[src/rtl/hazard_stall_controller.sv]
// Pipeline stall/flush controller: load-use, ID-branch operand and mult/div occupancy hazards.
// Mealy stall outputs, with a state register and a down-counter for multi-cycle stalls.
module hazard_stall_controller #(
    parameter int unsigned MULDIV_CYCLES = 4,
    parameter int unsigned CNT_W         = 3
) (
    input  logic        Clk,
    input  logic        Reset,
    input  logic [31:0] ID_Instruction,
    input  logic        ID_BranchTaken,
    input  logic [4:0]  EX_RegisterRd,
    input  logic        EX_RegWrite,
    input  logic        EX_MemRead,
    input  logic        EX_MulDivStart,
    input  logic [4:0]  MEM_RegisterRd,
    input  logic        MEM_MemRead,
    output logic        PCWrite,
    output logic        IF_ID_Write,
    output logic        ID_EX_Write,
    output logic        ID_EX_Bubble,
    output logic        EX_MEM_Bubble,
    output logic        IF_ID_Flush,
    output logic [1:0]  HazardState
);

    typedef enum logic [1:0] {
        IDLE   = 2'b00,
        STALL  = 2'b01,
        MULDIV = 2'b10
    } state_t;

    state_t           state;
    logic [CNT_W-1:0] count;

    logic [5:0] op;
    logic [5:0] funct;
    logic [4:0] rs;
    logic [4:0] rt;
    logic       rs_used;
    logic       rt_used;
    logic       is_branch;
    logic       is_jump;
    logic       ex_hit_rs;
    logic       ex_hit_rt;
    logic       mem_hit;
    logic       load_use;
    logic       branch_ex;
    logic       branch_mem;
    logic       need_one;
    logic       need_two;
    logic       unused_bits;

    assign op    = ID_Instruction[31:26];
    assign rs    = ID_Instruction[25:21];
    assign rt    = ID_Instruction[20:16];
    assign funct = ID_Instruction[5:0];

    // Immediate/rd/shamt fields never take part in hazard detection.
    assign unused_bits = ^ID_Instruction[15:6];

    assign is_branch = (op == 6'b000100) || (op == 6'b000101);
    assign is_jump   = (op == 6'b000010) || (op == 6'b000011);

    assign rs_used = !(is_jump || (op == 6'b001111) ||
                       ((op == 6'b000000) &&
                        ((funct == 6'b000000) || (funct == 6'b000010) || (funct == 6'b000011))));

    assign rt_used = (op == 6'b000000) || is_branch ||
                     (op == 6'b101011) || (op == 6'b101000) || (op == 6'b101001);

    assign ex_hit_rs = (EX_RegisterRd != 5'd0) && (EX_RegisterRd == rs);
    assign ex_hit_rt = (EX_RegisterRd != 5'd0) && (EX_RegisterRd == rt);
    assign mem_hit   = (MEM_RegisterRd != 5'd0) &&
                       ((MEM_RegisterRd == rs) || (MEM_RegisterRd == rt));

    assign load_use   = EX_MemRead && ((rs_used && ex_hit_rs) || (rt_used && ex_hit_rt));
    assign branch_ex  = is_branch && EX_RegWrite && (ex_hit_rs || ex_hit_rt);
    assign branch_mem = is_branch && MEM_MemRead && mem_hit;

    // A branch waiting on a load still in EX needs the value to reach MEM first.
    assign need_two = branch_ex && EX_MemRead;
    assign need_one = load_use || branch_ex || branch_mem;

    always_ff @(posedge Clk) begin
        if (!Reset) begin
            state <= IDLE;
            count <= '0;
        end else begin
            case (state)
                IDLE: begin
                    if (EX_MulDivStart) begin
                        state <= MULDIV;
                        count <= CNT_W'(MULDIV_CYCLES - 1);
                    end else if (need_two) begin
                        state <= STALL;
                        count <= CNT_W'(1);
                    end
                end
                STALL, MULDIV: begin
                    if (count == CNT_W'(1)) begin
                        state <= IDLE;
                        count <= '0;
                    end else begin
                        count <= count - CNT_W'(1);
                    end
                end
                default: begin
                    state <= IDLE;
                    count <= '0;
                end
            endcase
        end
    end

    always_comb begin
        PCWrite       = 1'b1;
        IF_ID_Write   = 1'b1;
        ID_EX_Write   = 1'b1;
        ID_EX_Bubble  = 1'b0;
        EX_MEM_Bubble = 1'b0;
        IF_ID_Flush   = 1'b0;
        if (Reset) begin
            case (state)
                IDLE: begin
                    if (EX_MulDivStart) begin
                        PCWrite       = 1'b0;
                        IF_ID_Write   = 1'b0;
                        ID_EX_Write   = 1'b0;
                        EX_MEM_Bubble = 1'b1;
                    end else if (need_one) begin
                        PCWrite      = 1'b0;
                        IF_ID_Write  = 1'b0;
                        ID_EX_Bubble = 1'b1;
                    end else if (is_jump || (is_branch && ID_BranchTaken)) begin
                        IF_ID_Flush = 1'b1;
                    end
                end
                STALL: begin
                    PCWrite      = 1'b0;
                    IF_ID_Write  = 1'b0;
                    ID_EX_Bubble = 1'b1;
                end
                MULDIV: begin
                    PCWrite       = 1'b0;
                    IF_ID_Write   = 1'b0;
                    ID_EX_Write   = 1'b0;
                    EX_MEM_Bubble = 1'b1;
                end
                default: begin
                    PCWrite = 1'b1;
                end
            endcase
        end
    end

    assign HazardState = Reset ? state : 2'b00;

endmodule

[config.mk]
export PLATFORM = sky130hd
export DESIGN_NAME = hazard_stall_controller
export DESIGN_NICKNAME = d
export VERILOG_FILES = /design/src/rtl/hazard_stall_controller.sv
export SDC_FILE = /design/constraint.sdc
export NUM_CORES = 1
export LEC_CHECK = 0
export CAP_MARGIN = 10
export CORE_ASPECT_RATIO = 0.6
export CORE_MARGIN = 8
export CORE_UTILIZATION = 39
export CTS_CLUSTER_SIZE = 30
export DETAILED_ROUTE_END_ITERATION = 10
export PLACE_DENSITY = 0.9
export SLEW_MARGIN = 40
export SYNTH_ARGS = -nofsm -noshare
export SYNTH_HDL_FRONTEND = slang
export SYNTH_SLANG_ARGS = --single-unit
[constraint.sdc]
create_clock -name Clk -period 4.5 [get_ports Clk]
set_input_delay 0.9 -clock Clk [delete_from_list [all_inputs] [get_ports Clk]]
set_output_delay 0.9 -clock Clk [all_outputs]
set_load 0.01 [all_outputs]
==> results of run 1 <==
[worst max path at each step]
stage	end	slack (ns)	depth (start not counted)
after floorplan	PCWrite	1.18	7
after detailed placement	IF_ID_Write	0.21	8
after CTS	IF_ID_Write	0.18	8
final	IF_ID_Write	0.14	8
after global placement	IF_ID_Write	0.25	8
after global routing	PCWrite	0.08	8
[sequential cells by signal, indices dropped and copies added (netlist names)]
signal,flops
state,2
count,3
[cells in the mapped netlist, types with 2 or more instances]
cell	number	area share [%]
o21ai_0	5	2.8
nand3_1	7	4.0
and3_1	2	1.4
inv_1	9	3.8
nor2_1	9	3.8
ha_1	6	8.5
nand2_1	9	3.8
xnor2_1	12	12
and2_1	2	1.4
nand2b_1	3	2.1
dfxtp_1	5	11
nor3_1	6	3.4
mux2i_1	2	2.3
o211ai_1	2	1.7
nor2b_1	2	1.4
xor2_1	8	7.9
o21ai_1	2	1.1
[power groups by stage]
stage          clock, mW  combinational (mW)  sequential (mW)
2_1_floorplan          0               0.160           0.0752
3_3_place_gp           0               0.256           0.0775
3_5_place_dp           0               0.273           0.0795
4_1_cts           0.0853               0.280           0.0783
5_1_grt           0.0892               0.308           0.0824
6_report          0.0864               0.283           0.0787
[area by class of cell]
cell class              count  area (µm²)  area share [%]
clock buffers               4       45.04           3.191
inverters                   9       33.78           2.394
multi-input cells         102       734.5           52.04
flip-flops and latches      5       100.1           7.092
well taps                  30       37.54           2.660
repair buffers             46       460.4           32.62
[cell families (layout without fill, tap and decap cells)]
| group | after synthesis | in the layout | share of synthesized area (%) |
|---|---|---|---|
| muxes | 3 | 3 | 3.536 |
| buffers and inverters | 12 | 59 | 5.657 |
| and+or+nand+nor | 48 | 48 | 29.70 |
| adders and majority gates | 6 | 6 | 8.486 |
| DFF | 5 | 5 | 11.32 |
| AOI/OAI and AO/OA | 25 | 25 | 21.50 |
| xor gates and xnor gates | 20 | 20 | 19.80 |
[metal layers]
metal | global-route usage (%) | part of all wire, % | vias to the layer above
met5 | 0 | 0 | -
met3 | 2.872 | 6.0 | 8
li1 | - | - | 516
met2 | 31.85 | 52 | 45
met4 | 4.658 | 2.2 | 0
met1 | 18.05 | 40 | 526
[worst max-delay path, cell delays in order]
cell and delay [ns]:
clkdlybuf4s50_1 0.47, or4_4 0.57, nor2_4 0.12, a311oi_1 0.07, a22oi_2 0.28, o211ai_2 0.15, o221ai_1 0.29, clkdlybuf4s50_1 0.60
==> impl_results.md, run 1 <==
- Status: completed
- Cell Area, Synth: 884.6 µm²
- Drt drc: 0
- Reg power frac: 17.6%
- Placed Cells: 192
- Pwr Total: 0.4479 mW
- Final Setup Violations: 0
- Resized cells post-CTS: 0
- Port buffer count: 46
- CTS tree: built
- Syn_nets: 174
- H-tree levels: 1
- Initial DRC count: 91
- Hold depth: 2
- Synth-to-layout area growth: 59.55%
- YS warnings: 0
- RSZ-0062 raised after global routing: no
- DR vias/cell: 5.587
- Final instance area: 1411 µm²
- Reg2Reg Depth: 6
- Commonest non-fill, non-tap cell in the layout: clkdlybuf4s50_1
- Die Y: 52.89 µm
- Setup bufs post-CTS: 0
- Max Cap Viol: 0
- Crit Path Class: in2out
- Clock latency on the worst-skew pair: 0.23 ns
- Startpoint type of the worst setup path: input port
- Final non-filler cell total: 196
- Placed inst area: 1366 µm²
- Worst Path Required: 3.60 ns
- EDFF count, synth: 0
- Period Utilization, post-route: 96.79%
- Routed Antenna Nets: 0
- Worst reg2reg startpoint: state[0]$_SDFFE_PN0P_
- Num CTS Buffers: 3
- PD cells: 317.4 nW/µm²
- Hold WS: 0.4747 ns
- # clock sinks: 5
- Slew HR: 63.42%
- Io pins: 57
- Core footprint: 2163 µm²
- Clock Power Share: 19.3%
- RePlAce Congestion: 0.7988
- Worst slew pin tran: 0.5450 ns
- Detailed placement HPWL: 2.856 mm
- Max rail drop VDD: 0.1858 mV
- Sequential share of the synthesized area: 11.32%
- Initial antenna violation count: 0
- Initial Util: 40.89%
- Overall overflow remaining after global route: 0
- Post-CTS Hold Fix Bufs: 0
- WHS Endpoint: count[1]$_SDFFE_PN0P_
- Clock tree buffer depth: 2
- Vias in the first global route: 1,104
- Hold Crit Class: reg2reg
- Critical Path Sink Type: output pin
- DR pass1 iterations: 4
- Final Util: 65.24%
- Final worst setup slack: 0.1445 ns
- Ant diodes: 0
- Crit path max fanout: 3
- Setup TNS: 0 ns
- Pint: 0.2584 mW
- Synthesized instance count: 119
- Final #Nets: 222
- Post-synth ARST share: 0%
- Final WL: 3.369 mm
- CTS root buffer: clkbuf_8
- WP data arrival: 3.46 ns
- Leak: 0.5544 nW
- Worst setup path start: EX_RegisterRd[1]
- Number of distinct library cells after synthesis: 45
- Worst hold start: count[1]$_SDFFE_PN0P_
- # fillers: 171
- Layout cells sized above 1: 6.627%
- GRT Total Usage: 16.30%
- Pre-CTS setup slack: 0.2147 ns
- Avg Cell Area, Syn: 7.434 µm²
- Final worst clock skew: 0.005189 ns
- Commonest cells after routing, fill and taps aside: clkdlybuf4s50_1, xnor2_1, inv_1, nor2_1, nand2_1
- Hold Violations, Final: 0
- Die area: 4098 µm²
- Rows: 13
- Reg-to-reg setup timing slack: 2.68 ns
- Synth Register Bits: 5
- NetSw: 0.1895 mW
- Combinational share of power: 63.1%
- Die width: 77.49 µm
- Largest net degree at the start of global routing: 18
- Max-slew violations: 0
- Drt wl/cell: 17.19 µm
- Reg clk slew, reported paths: 0.03 ns
- Worst flop-to-flop path endpoint: state[0]$_SDFFE_PN0P_
- Sw Share: 42.32%
- Routed via count: 1,095
- Final min period: 4.355 ns
- Global-route wire length before repair: 5.313 mm
- Fmax: 229.6 MHz
- Ys flop type: dfxtp_1
(Power assumes the default switching activity.)
==> inputs of run 2 (changes only) <==
CORE_UTILIZATION = 33   (was 39)
PLACE_DENSITY = 0.82   (was 0.9)
clock period = 3.8 ns   (was 4.5 ns; I/O delays follow)
==> impl_results.md, run 2 (synthesized netlist as in run 1, its figures left out) <==
- Initial antenna violation count: 0 (unchanged)
- Final min period: 3.650 ns
- Final #Nets: 235 (was 222)
- Largest net degree at the start of global routing: 18 (unchanged)
- CTS tree: built (unchanged)
- RSZ-0062 raised after global routing: no (unchanged)
- Global-route wire length before repair: 5.099 mm (was 5.313 mm)
- WP data arrival: 2.89 ns (was 3.46 ns)
- Reg clk slew, reported paths: 0.03 ns (about the same)
- Top reg by flops: count (unchanged)
- Worst reg2reg startpoint: state[0]$_SDFFE_PN0P_ (unchanged)
- Io pins: 57 (unchanged)
- Pint: 0.3115 mW (was 0.2584 mW)
- Final worst clock skew: 0.003175 ns (was 0.005189 ns)
- Clock Power Share: 18.7% (was 19.3%)
- Largest register FFs: 3 (unchanged)
- Die area: 4648 µm² (was 4098 µm²)
- Worst flop-to-flop path endpoint: state[0]$_SDFFE_PN0P_ (unchanged)
- Reg power frac: 18.2% (was 17.6%)
- Hold Crit Class: reg2reg (unchanged)
- Post-CTS Hold Fix Bufs: 0 (unchanged)
- Status: completed (unchanged)
- Final Util: 61.86% (was 65.24%)
- Final non-filler cell total: 211 (was 196)
- Placed inst area: 1466 µm² (was 1366 µm²)
- Synth-to-layout area growth: 76.38% (was 59.55%)
- Clock latency on the worst-skew pair: 0.22 ns (was 0.23 ns)
- Pwr Total: 0.5274 mW (was 0.4479 mW)
- Max Cap Viol: 0 (unchanged)
- Num CTS Buffers: 3 (unchanged)
- Routed Antenna Nets: 0 (unchanged)
- DR vias/cell: 5.142 (was 5.587)
- Worst hold start: count[1]$_SDFFE_PN0P_ (unchanged)
- Die Y: 56.11 µm (was 52.89 µm)
- H-tree levels: 1 (unchanged)
- RePlAce Congestion: 0.8177 (was 0.7988)
- Max-slew violations: 0 (unchanged)
- Die width: 82.84 µm (was 77.49 µm)
- Layout cells sized above 1: 15.64% (was 6.627%)
- PD cells: 338.0 nW/µm² (was 317.4 nW/µm²)
- Clock tree buffer depth: 2 (unchanged)
- Ant diodes: 0 (unchanged)
- CTS root buffer: clkbuf_8 (unchanged)
- # clock sinks: 5 (unchanged)
- Port buffer count: 46 (unchanged)
- Placed Cells: 207 (was 192)
- Routed via count: 1,085 (was 1,095)
- Detailed placement HPWL: 2.618 mm (was 2.856 mm)
- Largest regs: count (3), state (2) (unchanged)
- NetSw: 0.2159 mW (was 0.1895 mW)
- Drt drc: 0 (unchanged)
- Critical Path Sink Type: output pin (unchanged)
- Fmax: 274.0 MHz
- Hold Violations, Final: 0 (unchanged)
- Rows: 14 (was 13)
- Combinational share of power: 63.1% (about the same)
- Startpoint type of the worst setup path: input port (unchanged)
- WHS Endpoint: count[1]$_SDFFE_PN0P_ (unchanged)
- Slew HR: 62.48% (was 63.42%)
- Commonest non-fill, non-tap cell in the layout: clkdlybuf4s50_1 (unchanged)
- Core footprint: 2522 µm² (was 2163 µm²)
- Crit path max fanout: 3 (unchanged)
- Reg2Reg Depth: 6 (unchanged)
- Drt wl/cell: 15.00 µm (was 17.19 µm)
- Initial Util: 35.07% (was 40.89%)
- Worst slew pin tran: 0.5610 ns (was 0.5450 ns)
- Reg-to-reg setup timing slack: 2.09 ns (was 2.68 ns)
- Vias in the first global route: 1,091 (was 1,104)
- Final WL: 3.166 mm (was 3.369 mm)
- Footprint of the multi-input gates: 779.5 µm² (was 734.5 µm²)
- Initial DRC count: 42 (was 91)
- Max rail drop VDD: 0.1441 mV (was 0.1858 mV)
- # fillers: 215 (was 171)
- Leak: 0.6684 nW (was 0.5544 nW)
- Overall overflow remaining after global route: 0 (unchanged)
- Final instance area: 1560 µm² (was 1411 µm²)
- FF/Latch Area: 100.1 µm² (unchanged)
- Crit Path Class: in2out (unchanged)
- Period Utilization, post-route: 96.04%
- Sw Share: 40.93% (was 42.32%)
- Commonest cells after routing, fill and taps aside: clkdlybuf4s50_1, buf_4, xnor2_1 (was clkdlybuf4s50_1, xnor2_1, inv_1, nor2_1, nand2_1)
- Final Setup Violations: 0 (unchanged)
- Hold depth: 2 (unchanged)
- GRT Total Usage: 13.14% (was 16.30%)
- DR pass1 iterations: 4 (unchanged)
- Worst Path Required: 3.04 ns (was 3.60 ns)
[run 2: layout make-up]
type	count	area share, %
flip-flops and latches	5	6.415
well taps	32	2.566
repair buffers	59	36.01
inverters	9	2.165
multi-input cells	102	49.96
clock buffers	4	2.887
[run 2: worst max path at each step]
stage,from,end,slack [ns],cells past startpoint
5_1_grt,EX_RegisterRd[1],IF_ID_Write,0.02,8
6_report,EX_RegisterRd[1],IF_ID_Write,0.15,8
2_1_floorplan,EX_RegisterRd[1],PCWrite,0.76,7
3_3_place_gp,EX_RegisterRd[1],IF_ID_Write,-0.10,8
3_5_place_dp,EX_RegisterRd[1],IF_ID_Write,-0.18,8
4_1_cts,EX_RegisterRd[1],ID_EX_Bubble,0.02,8
[run 2: layer usage]
layer | up-vias | wire [µm] | part of all wire (%) | global-route usage (%)
met2 | 32 | 1567 | 49 | 23.18
met3 | 6 | 240 | 7.6 | 5.702
met1 | 502 | 1324 | 42 | 14.48
met4 | 0 | 34 | 1.1 | 1.990
li1 | 545 | - | - | -
met5 | - | 0 | 0 | 0
[run 2: power by group through the flow]
stage	clock network [mW]	logic (mW)	registers [mW]
after detailed placement	0	0.331	0.0956
after global placement	0	0.319	0.0918
final	0.0985	0.333	0.0959
after floorplan	0	0.190	0.0891
after global routing	0.109	0.371	0.0978
after CTS	0.102	0.327	0.0948
[run 2: stage by stage]
| stage | hold slack (ns) | setup TNS [ns] | setup WS, ns |
|---|---|---|---|
| 2_1_floorplan | 0.4347 | 0 | 0.7564 |
| 3_3_place_gp | 0.4463 | -0.2286 | -0.1032 |
| 3_5_place_dp | 0.4708 | -0.4343 | -0.1811 |
| 4_1_cts | 0.4758 | 0 | 0.01827 |
| 5_1_grt | 0.4936 | 0 | 0.02276 |
| 6_report | 0.4686 | 0 | 0.1503 |
[run 2: critical path: stages]
cell             delay (ns)
clkdlybuf4s50_1        0.46
or4_4                  0.59
nor2_4                 0.13
a311oi_2               0.05
a22oi_2                0.21
o211ai_2               0.12
o221ai_1               0.25
dlygate4sd2_1          0.31
[run 2: repair_timing]
action	4_1_cts	5_1_grt
buffers inserted	0	0
pin swaps	0	3
endpoints found under the setup margin	4	3
resized for setup	4	9
==> inputs of run 3 (changes only) <==
CTS_CLUSTER_DIAMETER = 120   (was default)
==> results of run 3 <==
The final DEF is identical to that of run 2; final timing and power are the same.
